<file path="config.mk">
export PLATFORM = sky130hd
export DESIGN_NAME = mmio_frame_sequencer
export DESIGN_NICKNAME = d
export VERILOG_FILES = /design/src/rtl/mmio_pkg.sv /design/src/rtl/mmio_seq_table.sv /design/src/rtl/mmio_frame_sequencer.sv
export SDC_FILE = /design/constraint.sdc
export NUM_CORES = 1
export LEC_CHECK = 0
export CAP_MARGIN = 20
export CORE_UTILIZATION = 45
export CTS_BUF_LIST = sky130_fd_sc_hd__clkbuf_4
export DETAILED_ROUTE_END_ITERATION = 12
export PLACE_DENSITY = 0.73
export SYNTH_ARGS = -nofsm -noshare
export SYNTH_HDL_FRONTEND = slang
export SYNTH_SLANG_ARGS = --single-unit
</file>
<file path="constraint.sdc">
create_clock -name clock -period 2.4 [get_ports clock]
set_input_delay 0.36 -clock clock [delete_from_list [all_inputs] [get_ports clock]]
set_output_delay 0.36 -clock clock [all_outputs]
set_load 0.02 [all_outputs]
</file>
<file path="src/rtl/mmio_pkg.sv">
// Shared definitions for the MMIO frame sequencer: FSM encoding, command entry
// layout within cfg_data, and well-known coprocessor MMIO addresses.
package mmio_pkg;

    typedef enum logic [2:0] {
        ST_IDLE,
        ST_ARB,
        ST_SCAN,
        ST_RD,
        ST_WR,
        ST_FIN
    } seq_state_t;

    localparam int ADDR_W   = 13;
    localparam int DATA_W   = 32;
    localparam int SRC_LSB  = 0;
    localparam int DST_LSB  = 13;
    localparam int EN_BIT   = 26;
    localparam int LAST_BIT = 27;
    localparam int ENTRY_W  = 28;

    localparam logic [ADDR_W-1:0] COPROC_SPACE = 13'h1000;
    localparam logic [ADDR_W-1:0] PHYS_P1      = 13'h1000;
    localparam logic [ADDR_W-1:0] PHYS_P2      = 13'h1080;
    localparam logic [ADDR_W-1:0] VGA_P1       = 13'h1400;
    localparam logic [ADDR_W-1:0] VGA_P2       = 13'h1480;
    localparam logic [ADDR_W-1:0] COLL_P1      = 13'h1600;

    typedef struct packed {
        logic              last;
        logic              en;
        logic [ADDR_W-1:0] dst;
        logic [ADDR_W-1:0] src;
    } seq_entry_t;

    function automatic seq_entry_t unpack_entry(input logic [ENTRY_W-1:0] d);
        seq_entry_t e;
        e.src  = d[SRC_LSB +: ADDR_W];
        e.dst  = d[DST_LSB +: ADDR_W];
        e.en   = d[EN_BIT];
        e.last = d[LAST_BIT];
        return e;
    endfunction

endpackage

</file>
<file path="src/rtl/mmio_seq_table.sv">
// Command table register file: one synchronous write port, one async read port.
// Latency: write visible on the edge after wr_en; read is combinational.
// Backpressure: none; the caller gates wr_en while a pass is running.
module mmio_seq_table
    import mmio_pkg::*;
#(
    parameter int NUM_ENTRIES = 8,
    parameter int IW          = $clog2(NUM_ENTRIES)
) (
    input  logic          clock,
    input  logic          reset,
    input  logic          wr_en,
    input  logic [IW-1:0] wr_idx,
    input  seq_entry_t    wr_entry,
    input  logic [IW-1:0] rd_idx,
    output seq_entry_t    rd_entry
);

    seq_entry_t mem [NUM_ENTRIES];

    // Loop-compare write so indices beyond NUM_ENTRIES fall away silently.
    always_ff @(posedge clock or negedge reset) begin
        if (!reset) begin
            for (int i = 0; i < NUM_ENTRIES; i++) mem[i] <= '0;
        end else if (wr_en) begin
            for (int i = 0; i < NUM_ENTRIES; i++) begin
                if (IW'(i) == wr_idx) mem[i] <= wr_entry;
            end
        end
    end

    assign rd_entry = mem[rd_idx];

endmodule

</file>
<file path="src/rtl/mmio_frame_sequencer.sv">
// Per-frame MMIO copy engine: walks the command table, reading src and writing dst.
// Latency: enabled entry 3+READ_LATENCY cycles, disabled entry 1 cycle, plus ARB and FIN.
// Backpressure: losing bus_gnt freezes state/idx, masks bus_wren and restarts the read wait.
module mmio_frame_sequencer
    import mmio_pkg::*;
#(
    parameter int NUM_ENTRIES  = 8,
    parameter int READ_LATENCY = 1
) (
    input  logic              clock,
    input  logic              reset,
    input  logic              frame_tick,
    input  logic              cfg_wren,
    input  logic [4:0]        cfg_index,
    input  logic [DATA_W-1:0] cfg_data,
    input  logic              ovr_clr,
    input  logic              bus_gnt,
    input  logic [DATA_W-1:0] bus_rdata,
    output logic              bus_req,
    output logic [ADDR_W-1:0] bus_address,
    output logic [DATA_W-1:0] bus_wdata,
    output logic              bus_wren,
    output logic              busy,
    output logic              done,
    output logic              overrun
);

    localparam int IW = $clog2(NUM_ENTRIES);

    seq_state_t        state_q, state_d;
    logic [IW-1:0]     idx_q, idx_d;
    logic [1:0]        cnt_q, cnt_d;
    logic [DATA_W-1:0] data_q, data_d;
    logic              wren_q;
    seq_entry_t        cur;
    logic              last_slot;

    logic unused_cfg_bits;
    assign unused_cfg_bits = ^{cfg_data[DATA_W-1:ENTRY_W], cfg_index};

    mmio_seq_table #(
        .NUM_ENTRIES (NUM_ENTRIES),
        .IW          (IW)
    ) u_table (
        .clock    (clock),
        .reset    (reset),
        .wr_en    (cfg_wren && (state_q == ST_IDLE)),
        .wr_idx   (cfg_index[IW-1:0]),
        .wr_entry (unpack_entry(cfg_data[ENTRY_W-1:0])),
        .rd_idx   (idx_q),
        .rd_entry (cur)
    );

    assign last_slot = cur.last || (idx_q == IW'(NUM_ENTRIES - 1));

    always_comb begin
        state_d = state_q;
        idx_d   = idx_q;
        cnt_d   = cnt_q;
        data_d  = data_q;
        case (state_q)
            ST_IDLE: begin
                if (frame_tick) begin
                    state_d = ST_ARB;
                    idx_d   = '0;
                end
            end
            ST_ARB: begin
                if (bus_gnt) state_d = ST_SCAN;
            end
            ST_SCAN: begin
                if (bus_gnt) begin
                    if (cur.en) begin
                        state_d = ST_RD;
                        cnt_d   = '0;
                    end else if (last_slot) begin
                        state_d = ST_FIN;
                    end else begin
                        idx_d = idx_q + IW'(1);
                    end
                end
            end
            ST_RD: begin
                if (!bus_gnt) begin
                    cnt_d = '0;
                end else if (cnt_q == 2'(READ_LATENCY)) begin
                    data_d  = bus_rdata;
                    state_d = ST_WR;
                end else begin
                    cnt_d = cnt_q + 2'd1;
                end
            end
            ST_WR: begin
                if (bus_gnt) begin
                    if (last_slot) begin
                        state_d = ST_FIN;
                    end else begin
                        idx_d   = idx_q + IW'(1);
                        state_d = ST_SCAN;
                    end
                end
            end
            ST_FIN:  state_d = ST_IDLE;
            default: state_d = ST_IDLE;
        endcase
    end

    // Bus outputs are registered from the next state; idx never changes on entry to RD/WR,
    // so the current table entry already describes the next cycle's transfer.
    always_ff @(posedge clock or negedge reset) begin
        if (!reset) begin
            state_q     <= ST_IDLE;
            idx_q       <= '0;
            cnt_q       <= '0;
            data_q      <= '0;
            bus_req     <= 1'b0;
            bus_address <= '0;
            bus_wdata   <= '0;
            wren_q      <= 1'b0;
            overrun     <= 1'b0;
        end else begin
            state_q     <= state_d;
            idx_q       <= idx_d;
            cnt_q       <= cnt_d;
            data_q      <= data_d;
            bus_req     <= (state_d == ST_ARB) || (state_d == ST_SCAN) ||
                           (state_d == ST_RD)  || (state_d == ST_WR);
            bus_address <= (state_d == ST_RD) ? cur.src :
                           (state_d == ST_WR) ? cur.dst : '0;
            bus_wdata   <= (state_d == ST_WR) ? data_d : '0;
            wren_q      <= (state_d == ST_WR);
            if (ovr_clr)
                overrun <= 1'b0;
            else if (frame_tick && (state_q != ST_IDLE))
                overrun <= 1'b1;
        end
    end

    // Grant can vanish within a write cycle; the replay happens when it returns.
    assign bus_wren = wren_q && bus_gnt;
    assign busy     = (state_q != ST_IDLE);
    assign done     = (state_q == ST_FIN);

endmodule

</file>
==> metrics.csv <==
metric;value;unit
CP Capture Type;flip-flop;
Rel. slew slack;72.0;%
startpoint class of the critical path;flip-flop;
Placed Area;15400;µm²
post-synthesis cell count;838;
initial core utilization;46.2;%
final wirelength;28200;µm
final setup fails;0;
Worst Skew;0.0300;ns
fin nets;1118;
worst-path maximum fanout;7;
root buffer cell;clkbuf_4;
Max-cap violations;0;
Worst Max-Slew Pin Slew;0.409;ns
Initial DRC Count;477;
CP Data Arrival Time;2.83;ns
share of cells above drive strength 1;38.9;%
Inserted Clock Buffers;83;
H-tree Lvls;3;
Hold Fails Final Rpt;0;
DRC Markers;0;
Vias;7834;
outcome;finished, final reports clean;
final hold slack;0.165;ns
Max Fclk;443;MHz
Seq/Total Area, Yosys;58.2;%
# clock sinks;312;
drt via density;5.29;
number of synthesized flops with an enable pin;0;
IO Count;125;
worst endpoint required time;2.97;ns
synthesized flop and latch total;312;
clock transition at the registers of the reported paths;0.07;ns
Post-CTS Setup Bufs;0;
largest net degree at the start of global routing;77;
CP bufs+invs;1;
Synth-to-Final Area Change;22.3;%
GPL Wtd Cong;0.870;
static leakage;7.39;nW
count of unique library cells instantiated by Yosys;50;
design area;16400;µm²
Die Wd;175;µm
register area;7820;µm²
syn_area_per_cell;16.0;µm²
RR Endpoint;bus_address[3];
Max stage delay cell, worst path;dfrtp_4;
Die Y;175;µm
filler instances;2379;
Final Non-Filler Cells;1482;
YS warnings;0;
top cell family by delay on the critical path;compound AO/OA/AOI/OAI gates;
die area;30500;µm²
Post-Syn Area;13400;µm²
Clock Latency Late Sink;0.68;ns
post-route clock period utilization;94.0;%
RSZ-0062 raised after global routing;no;
post-route ant nets;0;
Row Count;62;
Syn Nets;916;
Overall Power;18.9;mW
Slew Limit Fails;0;
Synth async-reset ratio;100;%
Power Density;1150;nW/µm²
final setup TNS;0;ns
Worst path max stage delay;0.53;ns
r2r startpoint;idx_q[0];
dpl cells;1338;
Multi-input gate area;5320;µm²
initial antenna violation count;2;
number of detailed-route iterations in the first pass;4;
PortBufs;118;
first-pass GRT wire length;46200;µm
DP HPWL;17700;µm
CTS tree;done;
reg-to-reg setup timing slack;0.14;ns
VDD IR-drop max;506;µV
reg2reg path depth;7;
critical path, cell by cell;ha_1 > ha_1 > a221oi_4 > o2111ai_1 > a41o_1 > buf_4 > o22ai_2;
worst setup path class;flip-flop to flip-flop;
most used cell along the critical path;ha_1;
Max clock buf depth;3;
GRT overflow;0;
fin crit period;2.26;ns
Routed WL per cell;19.1;µm
core footprint;29000;µm²
Worst Hold Class;input pin to async pin;
Total GRT Usage;19.6;%
vias in the first global route;8380;
Synth Flop Type;dfrtp_1;
## report_power, final
part / total, mW / switching [mW] / internal [mW] / leakage [nW]
Clock: 4.52 / 2.06 / 2.45 / 0.623
Combinational: 5.90 / 2.41 / 3.49 / 2.75
Sequential: 8.46 / 0.985 / 7.47 / 4.02
## placed cells by master (no fill, tap or decap), types with 3 or more instances in the layout
cell type | Yosys | layout
o22ai_1 | 4 | 4
inv_1 | 4 | 4
buf_12 | 0 | 12
nand3b_1 | 3 | 3
mux2_1 | 93 | 93
and2_1 | 35 | 35
dfrtp_2 | 0 | 3
clkbuf_4 | 0 | 124
clkinv_2 | 0 | 5
inv_2 | 1 | 3
mux4_2 | 53 | 53
clkdlybuf4s50_1 | 0 | 115
dfrtp_1 | 312 | 308
mux2i_1 | 29 | 29
ha_1 | 3 | 3
buf_4 | 7 | 38
and3_1 | 3 | 3
a22o_1 | 3 | 3
clkinv_1 | 1 | 9
o22ai_2 | 10 | 10
mux2_2 | 165 | 165
nor2b_1 | 5 | 5
a21o_1 | 4 | 4
nor2_1 | 10 | 10
nand2_1 | 12 | 12
## routing by layer
metal	vias up	routed length, µm	GRT usage (%)
met4	2	509	6.96
met2	217	13100	30.1
met3	52	1730	4.85
li1	3542	-	-
met1	4021	12900	27.3
met5	-	11	0
## worst max-delay path by stage
stage                                  end  cells past startpoint    startpoint
after CTS                             busy                      3    state_q[2]
after floorplan           u_table.mem[175]                      7    state_q[0]
after detailed placement  u_table.mem[151]                      5  cfg_index[2]
final                       bus_address[3]                      7      idx_q[0]
after global placement    u_table.mem[144]                      5  cfg_index[2]
after global routing        bus_address[3]                      7      idx_q[0]
## cell type report
| class | count | area share [%] |
|---|---|---|
| Clock buffer | 124 | 5.68 |
| Inverter | 6 | 0.145 |
| Multi-Input combinational cell | 468 | 32.5 |
| Sequential cell | 312 | 47.7 |
| Clock inverter | 17 | 0.603 |
| Tap cell | 384 | 2.93 |
| Antenna cell | 2 | 0.0305 |
| Timing Repair Buffer | 169 | 10.5 |
## synth_stat cells (2+ instances only)
| cell type | instances | area share [%] |
|---|---|---|
| dfrtp_1 | 312 | 58 |
| mux2_2 | 165 | 14 |
| mux2_1 | 93 | 7.8 |
| mux4_2 | 53 | 8.9 |
| and2_1 | 35 | 1.6 |
| mux2i_1 | 29 | 2.2 |
| buf_2 | 28 | 1.0 |
| clkbuf_1 | 12 | 0.34 |
| nand2_1 | 12 | 0.34 |
| nor2_1 | 10 | 0.28 |
| o22ai_2 | 10 | 0.93 |
| buf_4 | 7 | 0.39 |
| nor2b_1 | 5 | 0.23 |
| a21o_1 | 4 | 0.22 |
| inv_1 | 4 | 0.11 |
| o22ai_1 | 4 | 0.19 |
| a22o_1 | 3 | 0.20 |
| and3_1 | 3 | 0.14 |
| buf_1 | 3 | 0.084 |
| ha_1 | 3 | 0.28 |
| nand3b_1 | 3 | 0.17 |
| nor3b_1 | 3 | 0.17 |
| a21oi_1 | 2 | 0.075 |
| a22oi_1 | 2 | 0.11 |
| a31oi_1 | 2 | 0.093 |
| buf_6 | 2 | 0.17 |
| mux2_4 | 2 | 0.22 |
| nand3_1 | 2 | 0.075 |
| nand4_1 | 2 | 0.093 |
| nor4_1 | 2 | 0.093 |
| o21a_1 | 2 | 0.11 |
## sequential cells by signal, summed over array words and instances, names as in the netlist
| name | count |
|---|---|
| bus_address | 13 |
| data_q | 32 |
| overrun | 1 |
| state_q | 3 |
| cnt_q | 2 |
| bus_wdata | 32 |
| bus_req | 1 |
| idx_q | 3 |
| u_table.mem | 224 |
| wren_q | 1 |
## cells by family after synthesis
logic type / share of synthesized area (%)
compound gates: 2.67
buf+inv: 2.19
simple gates: 3.62
mux: 33.0
fa+ha+maj: 0.280
xor+xnor: 0.0653
flops: 58.2
## stage by stage
stage                     utilization [%]  setup slack (ns)
after floorplan                         -             0.438
after global placement               52.9             0.114
after detailed placement             52.9            0.0914
after CTS                            56.5           0.00457
after global routing                 56.5            0.0250
final                                56.5             0.145
## repair_timing
action                                 4_1_cts  5_1_grt
endpoints found under the hold margin      312        0
gates cloned                                 0        0
setup endpoints to repair                    2        1
gates resized for setup                      3        1
hold buffers                                 1        0
Note: power is estimated with default switching activity, not from simulation.
